==> src/rtl/cpu_pkg.sv <==
// Shared definitions for the RV32I pipeline: base opcodes, immediate
// format selector and the 4-bit ALU operation codes ({funct7[5], funct3}).
package cpu_pkg;

  localparam logic [6:0] OP_R      = 7'b0110011;
  localparam logic [6:0] OP_I      = 7'b0010011;
  localparam logic [6:0] OP_LOAD   = 7'b0000011;
  localparam logic [6:0] OP_STORE  = 7'b0100011;
  localparam logic [6:0] OP_BRANCH = 7'b1100011;
  localparam logic [6:0] OP_JAL    = 7'b1101111;
  localparam logic [6:0] OP_JALR   = 7'b1100111;
  localparam logic [6:0] OP_LUI    = 7'b0110111;
  localparam logic [6:0] OP_AUIPC  = 7'b0010111;

  typedef enum logic [2:0] {
    IMM_NONE,
    IMM_I,
    IMM_S,
    IMM_B,
    IMM_U,
    IMM_J
  } imm_type_e;

  localparam logic [3:0] ALU_ADD  = 4'b0000;
  localparam logic [3:0] ALU_SUB  = 4'b1000;
  localparam logic [3:0] ALU_SLL  = 4'b0001;
  localparam logic [3:0] ALU_SLT  = 4'b0010;
  localparam logic [3:0] ALU_SLTU = 4'b0011;
  localparam logic [3:0] ALU_XOR  = 4'b0100;
  localparam logic [3:0] ALU_SRL  = 4'b0101;
  localparam logic [3:0] ALU_SRA  = 4'b1101;
  localparam logic [3:0] ALU_OR   = 4'b0110;
  localparam logic [3:0] ALU_AND  = 4'b0111;

  // OP-IMM only carries funct7[5] for the shift-right pair (SRLI/SRAI);
  // elsewhere bit 30 is immediate data and must not turn ADDI into SUB.
  function automatic logic [3:0] alu_op_imm(input logic [31:0] instr);
    logic [2:0] f3;
    f3 = instr[14:12];
    return {(f3 == 3'b101) & instr[30], f3};
  endfunction

endpackage

==> src/rtl/id_stage_imm_gen.sv <==
// imm_gen: combinational immediate generator.
//   i_instr    : 32-bit instruction word
//   i_imm_type : immediate format (I/S/B/U/J, or NONE -> 0)
//   o_imm      : sign-extended XLEN-bit immediate
module imm_gen
  import cpu_pkg::*;
#(
  parameter int XLEN = 32
) (
  input  logic [31:0]     i_instr,
  input  imm_type_e       i_imm_type,
  output logic [XLEN-1:0] o_imm
);

  logic [31:0] w_imm32;

  always_comb begin
    w_imm32 = '0;
    case (i_imm_type)
      IMM_I: w_imm32 = {{20{i_instr[31]}}, i_instr[31:20]};
      IMM_S: w_imm32 = {{20{i_instr[31]}}, i_instr[31:25], i_instr[11:7]};
      IMM_B: w_imm32 = {{19{i_instr[31]}}, i_instr[31], i_instr[7],
                        i_instr[30:25], i_instr[11:8], 1'b0};
      IMM_U: w_imm32 = {i_instr[31:12], 12'b0};
      IMM_J: w_imm32 = {{11{i_instr[31]}}, i_instr[31], i_instr[19:12],
                        i_instr[20], i_instr[30:21], 1'b0};
      default: w_imm32 = '0;
    endcase
  end

  assign o_imm = XLEN'($signed(w_imm32));

endmodule

==> src/rtl/id_stage.sv <==
// id_stage: RV32I decode stage and ID/EX pipeline register.
//   clk, rst_n            : clock, async active-low reset
//   if_valid/instr/pc     : IF/ID input op;  if_ready : ID accepts this cycle
//   rf_rs1/2_adr          : RF read addresses (combinational from if_instr)
//   rf_rs1/2_dt           : RF read data, sampled with the instruction
//   ex_ready, ex_flush    : EX back-pressure and taken-branch kill
//   idex_*                : registered decoded op presented to EX
module id_stage
  import cpu_pkg::*;
#(
  parameter int XLEN   = 32,
  parameter int HAZ_EN = 1
) (
  input  logic            clk,
  input  logic            rst_n,
  input  logic            if_valid,
  input  logic [31:0]     if_instr,
  input  logic [XLEN-1:0] if_pc,
  output logic            if_ready,
  output logic [4:0]      rf_rs1_adr,
  output logic [4:0]      rf_rs2_adr,
  input  logic [XLEN-1:0] rf_rs1_dt,
  input  logic [XLEN-1:0] rf_rs2_dt,
  input  logic            ex_ready,
  input  logic            ex_flush,
  output logic            idex_valid,
  output logic [XLEN-1:0] idex_pc,
  output logic [XLEN-1:0] idex_rs1_dt,
  output logic [XLEN-1:0] idex_rs2_dt,
  output logic [4:0]      idex_rs1,
  output logic [4:0]      idex_rs2,
  output logic [4:0]      idex_rd,
  output logic [XLEN-1:0] idex_imm,
  output logic [3:0]      idex_alu_op,
  output logic            idex_alusrc,
  output logic            idex_regwr,
  output logic            idex_memrd,
  output logic            idex_memwr,
  output logic            idex_branch,
  output logic            idex_illegal
);

  localparam logic HAZ_ON = (HAZ_EN != 0);

  logic [6:0]      w_opcode;
  logic [4:0]      w_rs1, w_rs2, w_rd;
  imm_type_e       w_imm_type;
  logic [XLEN-1:0] w_imm;
  logic [3:0]      w_alu_op;
  logic            w_alusrc, w_regwr, w_memrd, w_memwr, w_branch, w_illegal;
  logic            w_uses_rs1, w_uses_rs2;
  logic            w_hazard, w_hold;

  logic            r_valid;
  logic [XLEN-1:0] r_pc, r_rs1_dt, r_rs2_dt, r_imm;
  logic [4:0]      r_rs1, r_rs2, r_rd;
  logic [3:0]      r_alu_op;
  logic            r_alusrc, r_regwr, r_memrd, r_memwr, r_branch, r_illegal;

  assign w_opcode   = if_instr[6:0];
  assign w_rd       = if_instr[11:7];
  assign w_rs1      = if_instr[19:15];
  assign w_rs2      = if_instr[24:20];
  assign rf_rs1_adr = w_rs1;
  assign rf_rs2_adr = w_rs2;

  always_comb begin
    w_imm_type = IMM_NONE;
    w_alu_op   = ALU_ADD;
    w_alusrc   = 1'b0;
    w_regwr    = 1'b0;
    w_memrd    = 1'b0;
    w_memwr    = 1'b0;
    w_branch   = 1'b0;
    w_illegal  = 1'b0;
    w_uses_rs1 = 1'b0;
    w_uses_rs2 = 1'b0;
    case (w_opcode)
      OP_R: begin
        w_alu_op   = {if_instr[30], if_instr[14:12]};
        w_regwr    = 1'b1;
        w_uses_rs1 = 1'b1;
        w_uses_rs2 = 1'b1;
      end
      OP_I: begin
        w_imm_type = IMM_I;
        w_alu_op   = alu_op_imm(if_instr);
        w_alusrc   = 1'b1;
        w_regwr    = 1'b1;
        w_uses_rs1 = 1'b1;
      end
      OP_LOAD: begin
        w_imm_type = IMM_I;
        w_alusrc   = 1'b1;
        w_regwr    = 1'b1;
        w_memrd    = 1'b1;
        w_uses_rs1 = 1'b1;
      end
      OP_STORE: begin
        w_imm_type = IMM_S;
        w_alusrc   = 1'b1;
        w_memwr    = 1'b1;
        w_uses_rs1 = 1'b1;
        w_uses_rs2 = 1'b1;
      end
      OP_BRANCH: begin
        // Compare selected by funct3; bit 30 is immediate data here.
        w_imm_type = IMM_B;
        w_alu_op   = {1'b0, if_instr[14:12]};
        w_branch   = 1'b1;
        w_uses_rs1 = 1'b1;
        w_uses_rs2 = 1'b1;
      end
      OP_JAL: begin
        w_imm_type = IMM_J;
        w_alusrc   = 1'b1;
        w_regwr    = 1'b1;
        w_branch   = 1'b1;
      end
      OP_JALR: begin
        w_imm_type = IMM_I;
        w_alusrc   = 1'b1;
        w_regwr    = 1'b1;
        w_branch   = 1'b1;
        w_uses_rs1 = 1'b1;
      end
      OP_LUI, OP_AUIPC: begin
        w_imm_type = IMM_U;
        w_alusrc   = 1'b1;
        w_regwr    = 1'b1;
      end
      default: w_illegal = 1'b1;
    endcase
    if (w_rd == 5'd0) w_regwr = 1'b0;
  end

  imm_gen #(.XLEN(XLEN)) u_imm_gen (
    .i_instr    (if_instr),
    .i_imm_type (w_imm_type),
    .o_imm      (w_imm)
  );

  // Load in ID/EX whose result is needed by the op now in IF/ID.
  assign w_hazard = HAZ_ON & if_valid & r_valid & r_memrd & (r_rd != 5'd0) &
                    ((w_uses_rs1 & (w_rs1 == r_rd)) | (w_uses_rs2 & (w_rs2 == r_rd)));
  assign w_hold   = ~ex_ready & r_valid;
  assign if_ready = ex_flush | (~w_hold & ~w_hazard);

  always_ff @(posedge clk or negedge rst_n) begin
    if (!rst_n) begin
      r_valid   <= 1'b0;
      r_pc      <= '0;
      r_rs1_dt  <= '0;
      r_rs2_dt  <= '0;
      r_imm     <= '0;
      r_rs1     <= '0;
      r_rs2     <= '0;
      r_rd      <= '0;
      r_alu_op  <= '0;
      r_alusrc  <= 1'b0;
      r_regwr   <= 1'b0;
      r_memrd   <= 1'b0;
      r_memwr   <= 1'b0;
      r_branch  <= 1'b0;
      r_illegal <= 1'b0;
    end else if (ex_flush || (!w_hold && w_hazard)) begin
      // Flush overrides any hold; both flush and bubble empty the slot.
      r_valid   <= 1'b0;
      r_alusrc  <= 1'b0;
      r_regwr   <= 1'b0;
      r_memrd   <= 1'b0;
      r_memwr   <= 1'b0;
      r_branch  <= 1'b0;
      r_illegal <= 1'b0;
    end else if (!w_hold) begin
      r_valid   <= if_valid;
      r_pc      <= if_pc;
      r_rs1_dt  <= rf_rs1_dt;
      r_rs2_dt  <= rf_rs2_dt;
      r_imm     <= w_imm;
      r_rs1     <= w_rs1;
      r_rs2     <= w_rs2;
      r_rd      <= w_rd;
      r_alu_op  <= w_alu_op;
      r_alusrc  <= w_alusrc  & if_valid;
      r_regwr   <= w_regwr   & if_valid;
      r_memrd   <= w_memrd   & if_valid;
      r_memwr   <= w_memwr   & if_valid;
      r_branch  <= w_branch  & if_valid;
      r_illegal <= w_illegal & if_valid;
    end
  end

  assign idex_valid   = r_valid;
  assign idex_pc      = r_pc;
  assign idex_rs1_dt  = r_rs1_dt;
  assign idex_rs2_dt  = r_rs2_dt;
  assign idex_rs1     = r_rs1;
  assign idex_rs2     = r_rs2;
  assign idex_rd      = r_rd;
  assign idex_imm     = r_imm;
  assign idex_alu_op  = r_alu_op;
  assign idex_alusrc  = r_alusrc;
  assign idex_regwr   = r_regwr;
  assign idex_memrd   = r_memrd;
  assign idex_memwr   = r_memwr;
  assign idex_branch  = r_branch;
  assign idex_illegal = r_illegal;

endmodule
==> config.mk <==
export PLATFORM = sky130hd
export DESIGN_NAME = id_stage
export DESIGN_NICKNAME = d
export VERILOG_FILES = /design/src/rtl/cpu_pkg.sv /design/src/rtl/id_stage_imm_gen.sv /design/src/rtl/id_stage.sv
export SDC_FILE = /design/constraint.sdc
export NUM_CORES = 1
export LEC_CHECK = 0
export ABC_AREA = 1
export CORE_MARGIN = 3
export CORE_UTILIZATION = 43
export CTS_BUF_LIST = sky130_fd_sc_hd__clkbuf_16
export DETAILED_ROUTE_END_ITERATION = 8
export DONT_BUFFER_PORTS = 1
export SETUP_SLACK_MARGIN = 0.15
export SLEW_MARGIN = 5
export SYNTH_ARGS = -nofsm -noshare
export SYNTH_HDL_FRONTEND = slang
export SYNTH_HIERARCHICAL = 1
export SYNTH_SLANG_ARGS = --single-unit
==> constraint.sdc <==
create_clock -name clk -period 3.5 [get_ports clk]
set_input_delay 0.7 -clock clk [delete_from_list [all_inputs] [get_ports clk]]
set_output_delay 0.7 -clock clk [all_outputs]
set_load 0.1 [all_outputs]
* Yosys cells after proc, flatten, opt, wreduce, memory -nomap -nowiden
Index checks and enable logic that the tools add are counted.
Cells by class: add/subtract/negate cells 0, multipliers 0, divide/modulo/power cells 0, $lt $le $gt $ge 0, eq/ne operators 18, shift operators 0, multiplexer cells 26, bitwise operators 21, reduce and logical (&&, ||, !) cells 14
Operators by type and width (count):
- 32-bit one-hot mux with 5 select lines | 1
- 1-bit 2-to-1 mux | 23
- 7-bit by 6-bit == test with 1-bit output, second input constant | 3
- 7-bit == test, second input constant | 3
- 1-bit bitwise AND | 15
- 3-bit one-hot mux with 5 select lines | 1
- 7-bit by 5-bit == test with 1-bit output, second input constant | 2
- 7-bit OR reduction | 2
- 4-bit one-hot mux with 3 select lines | 1
- 5-bit == test | 2
- 3-bit == test, second input constant | 3
- 3-bit OR reduction | 3
- 9-bit OR reduction | 1
- 7-bit by 2-bit == test with 1-bit output, second input constant | 1
- 3-bit by 2-bit == test with 1-bit output, second input constant | 2
- 6-bit OR reduction | 1
- 5-bit logical NOT | 1
- 5-bit nonzero test | 1
- 1-bit NOT | 4
- 3-bit by 1-bit == test with 1-bit output, second input constant | 1
- 2-bit by 1-bit inequality test with 1-bit output, second input constant | 1
- 1-bit OR | 2
- 2-bit AND reduction | 1
- 2-bit OR reduction | 1
- 3 further kinds | 3
Word-level totals: flip-flop bits (word level) 154, bits in latches 0, bits in writable memories 0, ROM bits 0, input bits 133, output and inout bits 165, memories 0

* Logic depth before layout (Yosys ltp)
word-level depth 10, gate-level depth with buffers 14, mapped depth without buffers 12

* Cells and area by module
The synthesis kept the hierarchy.
By module, submodules not included:
- id_stage | instances 1, cells each 793, area an instance 6906.6 sq um, seq. area each 3853.7 sq um
- imm_gen | instances 1, cells each 92, area an instance 455.4 sq um, seq. area each 0.0 sq um

* Least setup slack after synthesis
No wires, ideal clock.
path kind reg2out, start register r_rd[3] (netlist: idex_rd[3]), end output port if_ready, arrival 2.924 ns, required time 2.800 ns, slack -0.124 ns, stages on the path, launching flop included 6, cell sequence dfrtp_1 -> xor2_1 -> nor2_1 -> nand4_1 -> nand2_2 -> a31oi_1
Between the ends: word-level cells in the longest chain between the ends 7, elaborated cells between the ends (all ways) 11, classes of those cells eq/ne: 2; bitwise: 8; reduce/logical: 1
Ends and longest elaborated chain:
- start, declared | RTL line id_stage.sv:56 | logic [4:0] r_rs1, r_rs2, r_rd;
- start signal, assigned | RTL line id_stage.sv:183 | r_rd <= w_rd;
- 5-bit == test | RTL line id_stage.sv:145 | ((w_uses_rs1 & (w_rs1 == r_rd)) | (w_uses_rs2 & (w_rs2 == r_rd)));
- 1-bit bitwise AND | RTL line id_stage.sv:145
- 1-bit OR | RTL line id_stage.sv:145
- 1-bit bitwise AND (*) | RTL line id_stage.sv:144 | assign w_hazard = HAZ_ON & if_valid & r_valid & r_memrd & (r_rd != 5'd0) &
- 1-bit NOT (*) | RTL line id_stage.sv:147 | assign if_ready = ex_flush | (~w_hold & ~w_hazard);
- 1-bit bitwise AND (*) | RTL line id_stage.sv:147
- 1-bit OR (*) | RTL line id_stage.sv:147
- end, declared | RTL line id_stage.sv:19 | output logic if_ready,
Mark *: on every way between the ends. The rest lies on a longest branch, timed or not.

* Worst setup path in the final report
start register r_rd[4] (netlist: idex_rd[4]), end output port if_ready
Same word-level chain as after synthesis.

==> metrics.md <==
| Metric | Value |
|---|---|
| Status | complete, but fails checks |
| Failing checks | negative hold slack |
| Worst slew margin | 0.3099 |
| Worst hold margin | -0.02955 ns |
| Core area | 16640 sq um |
| Gp weighted congestion | 0.8566 |
| Highest Clock Rate | between 0.3 and 0.4 GHz |
| # IOs | 298 |
| Pin count of the biggest net entering global routing | 155 |
| Clock buffer depth | 2 |
| Critical path capture point type | output port |
| Post-Syn Nets | 1018 |
| Met3 Use GR | 0.07794 |
| Rows | 47 |
| Place WS | 0.7557 ns |
| # Max-Cap Violations | 0 |
| CTS buffer count | 17 |
| Post-cts resize count | 0 |
| Postcts setup bufs | 0 |
| Crit start category | register |
| Busiest grt layer | met2 |
| Post-Route Utilization | 0.4749 |
| Max stage delay on crit path | 0.44 ns |
| Initial DRC Count | 374 |
| Critical path class | reg2out |
| DRC Markers | 0 |
| Placed inst area | 7341 sq um |
| Final period utilization | 0.7798 |
| Total power | between 5 and 6 mW |
| Clock transition at the registers of the reported paths | 0.07 ns |
| Clock skew | 0.01685 ns |
| FF+latch count, synth | 154 |
| GR Util met2 | 0.3280 |
| Synth Warn # | 6 |
| Total Nets Final | ~970 |
| GR Util met1 | 0.3030 |
| CTS tree | built |
| Initial core utilization | 0.4424 |
| Final setup vio count | 0 |
| Worst min path class | in2async |
| Routed vias | between 6000 and 7000 |
| Cell variety after synth | 26 |
| Fill cell count | between 1500 and 2000 |
| Worst slew pin tran | between 1 and 1.5 ns |
| Global-route usage over all layers | 0.2212 |
| Proportion of layout cells with a drive suffix above 1 | 0.07403 |
| Number of global-route vias before repair | around 5700 |
| Fin area | about 7900 sq um |
| First-pass GRT wire length | 32550 microns |
| Mean Syn Cell Area | slightly above 8 sq um |
| Synthesized area | 7362 sq um |
| Die area | about 19000 sq um |
| Post-route setup slack | 0.7706 ns |
| Slowest CP cell | dfrtp_1 |
| Detailed placement HPWL | 14150 microns |
| Tmin final | 2.729 ns |
| Delay-heaviest family, CP | buffers and inverters |
| Die Wd | roughly 140 microns |
| Critical path arrival | 2.03 ns |
| DR pass1 iterations | 5 |
| Antenna violations before repair | 0 |
| Post-synthesis sequential area ratio | 0.5235 |
| Leakage | approximately 4.2 nW |
| CTS root buffer | clkbuf_16 |
| Vias/cell | 5.686 |
| I/O Buffers | 0 |
| Non-Filler Instances | 1071 |
| Die Span Y | roughly 140 microns |
| Post-route setup TNS | 0 ns |
| Final Hold Viols | 98 |
| RSZ-0062 raised after global routing | false |
| CP Max Fanout | 4 |
| Clk sinks | between 150 and 200 |
| Final Max Slew Viols | 0 |
| Clock Latency Late Sink | about 0.43 ns |
| P&R area growth vs syn | 7.342% |
| CTS HTree Levels | 4 |
| Grt ovf | 0 |
| Worst Path Required | 2.80 ns |
| # diodes | 0 |
| CP Cell Sequence | buf_4 > nor3_1 > nand2_1 > nand4_1 > inv_1 > a31oi_2 > buf_12 |
| Max VDD drop | 0.3185 mV |
| Placed insts | 1040 |
| Critical path buffers and inverters | 3 |
| PwrDens | roughly 700 nW/um^2 |
| Post-route ant nets | 0 |
| Avg WL per Cell | 20.23 microns |
| Routed WL | ~22000 microns |
| Post-Synthesis Cells | 885 |
## cell families (layout without fill, tap and decap cells)
logic type,after synthesis,count (layout),share of synthesized area
buffers and inverters,112,78,0.08277
and+or+nand+nor,600,600,0.3739
DFF,154,154,0.5235
xor gates and xnor gates,10,10,0.01190
AOI/OAI and AO/OA,9,9,0.007988
## sequential cells by signal, indices dropped and copies added, names as in the netlist
register      count
idex_illegal      1
idex_memwr        1
idex_regwr        1
idex_rs2          5
idex_memrd        1
idex_rd           5
idex_valid        1
idex_rs1_dt      32
idex_branch       1
idex_alu_op       4
idex_imm         32
idex_rs1          5
idex_rs2_dt      32
idex_pc          32
idex_alusrc       1
## final cells by class
class,instances,area [sq um],share of cell area
flip-flops and latches,154,3854,0.4877
multi-input cells,619,2920,0.3695
clock buffers,17,425.4,0.05383
well taps,220,275.3,0.03483
repair buffers,20,187.7,0.02375
clock inverters,14,136.4,0.01726
inverters,27,103.9,0.01314
## worst register-to-register path, delay by kind of cell (launching register included)
kind	cells	cell delay (ns)
flip-flops	1	0.40
buffers and inverters	2	0.80
XOR/XNOR	1	0.20
AND/OR/NAND/NOR	7	1.00
## path summary, 6_finish.rpt
kind	from	to	slack, ns	cells past startpoint
worst max register to register	idex_rd[1]$_DFFE_PN0P_	idex_rs1_dt[7]$_DFFE_PN0P_	1.03	10
min in group clk	if_valid	idex_valid$_DFFE_PN0P_	0.41	2
worst min-delay path	rst_n	idex_pc[0]$_DFFE_PN0P_	-0.03	0
max in group asynchronous	rst_n	idex_rs1_dt[8]$_DFFE_PN0P_	3.28	0
worst max-delay path	idex_rd[4]$_DFFE_PN0P_	if_ready	0.77	7
worst min register to register	idex_rd[4]$_DFFE_PN0P_	idex_rd[4]$_DFFE_PN0P_	0.60	2
## cell usage in the layout (no fill, tap or decap), types with 3 or more instances in the layout
cell and n:
xor2_1 4, clkbuf_16 17, nand3_1 55, buf_12 3, clkinvlp_4 4, inv_6 5
inv_1 24, nor2_1 31, dfrtp_1 154, xnor2_1 6, nor3_1 6, nand4_1 157
nand2_1 342, inv_2 3, buf_4 17
## power by group
part | switching (mW) | total, mW | leakage (nW) | internal (mW)
Clock | 0.804 | 1.79 | 0.266 | 0.990
Combinational | 0.286 | 0.417 | 1.96 | 0.131
Sequential | 1.31 | 3.22 | 1.95 | 1.91
## Yosys cell counts
library cell  instances  area share
a21boi_0              1      0.0010
a31oi_1               3      0.0025
buf_1                 2      0.0010
buf_2                19       0.013
buf_4                16       0.016
buf_6                14       0.021
clkbuf_1             34       0.017
dfrtp_1             154        0.52
inv_1                24       0.012
inv_2                 3      0.0015
nand2_1             343        0.17
nand2_2               2      0.0017
nand2_4               1      0.0015
nand3_1              55       0.037
nand3_2               1      0.0014
nand3b_1              1      0.0010
nand4_1             157        0.13
nor2_1               31       0.016
nor2_2                2      0.0017
nor3_1                6      0.0041
nor3b_1               1      0.0010
o211ai_2              1      0.0017
o21ai_0               2      0.0014
o21ai_1               2      0.0014
xnor2_1               6      0.0071
xor2_1                4      0.0048
## per-layer routing
metal  vias up  share of wire
met5         -              0
met3        32           0.11
li1       2871              -
met2       296           0.46
met1      2891           0.42
met4         0          0.020
(Power assumes the default switching activity.)
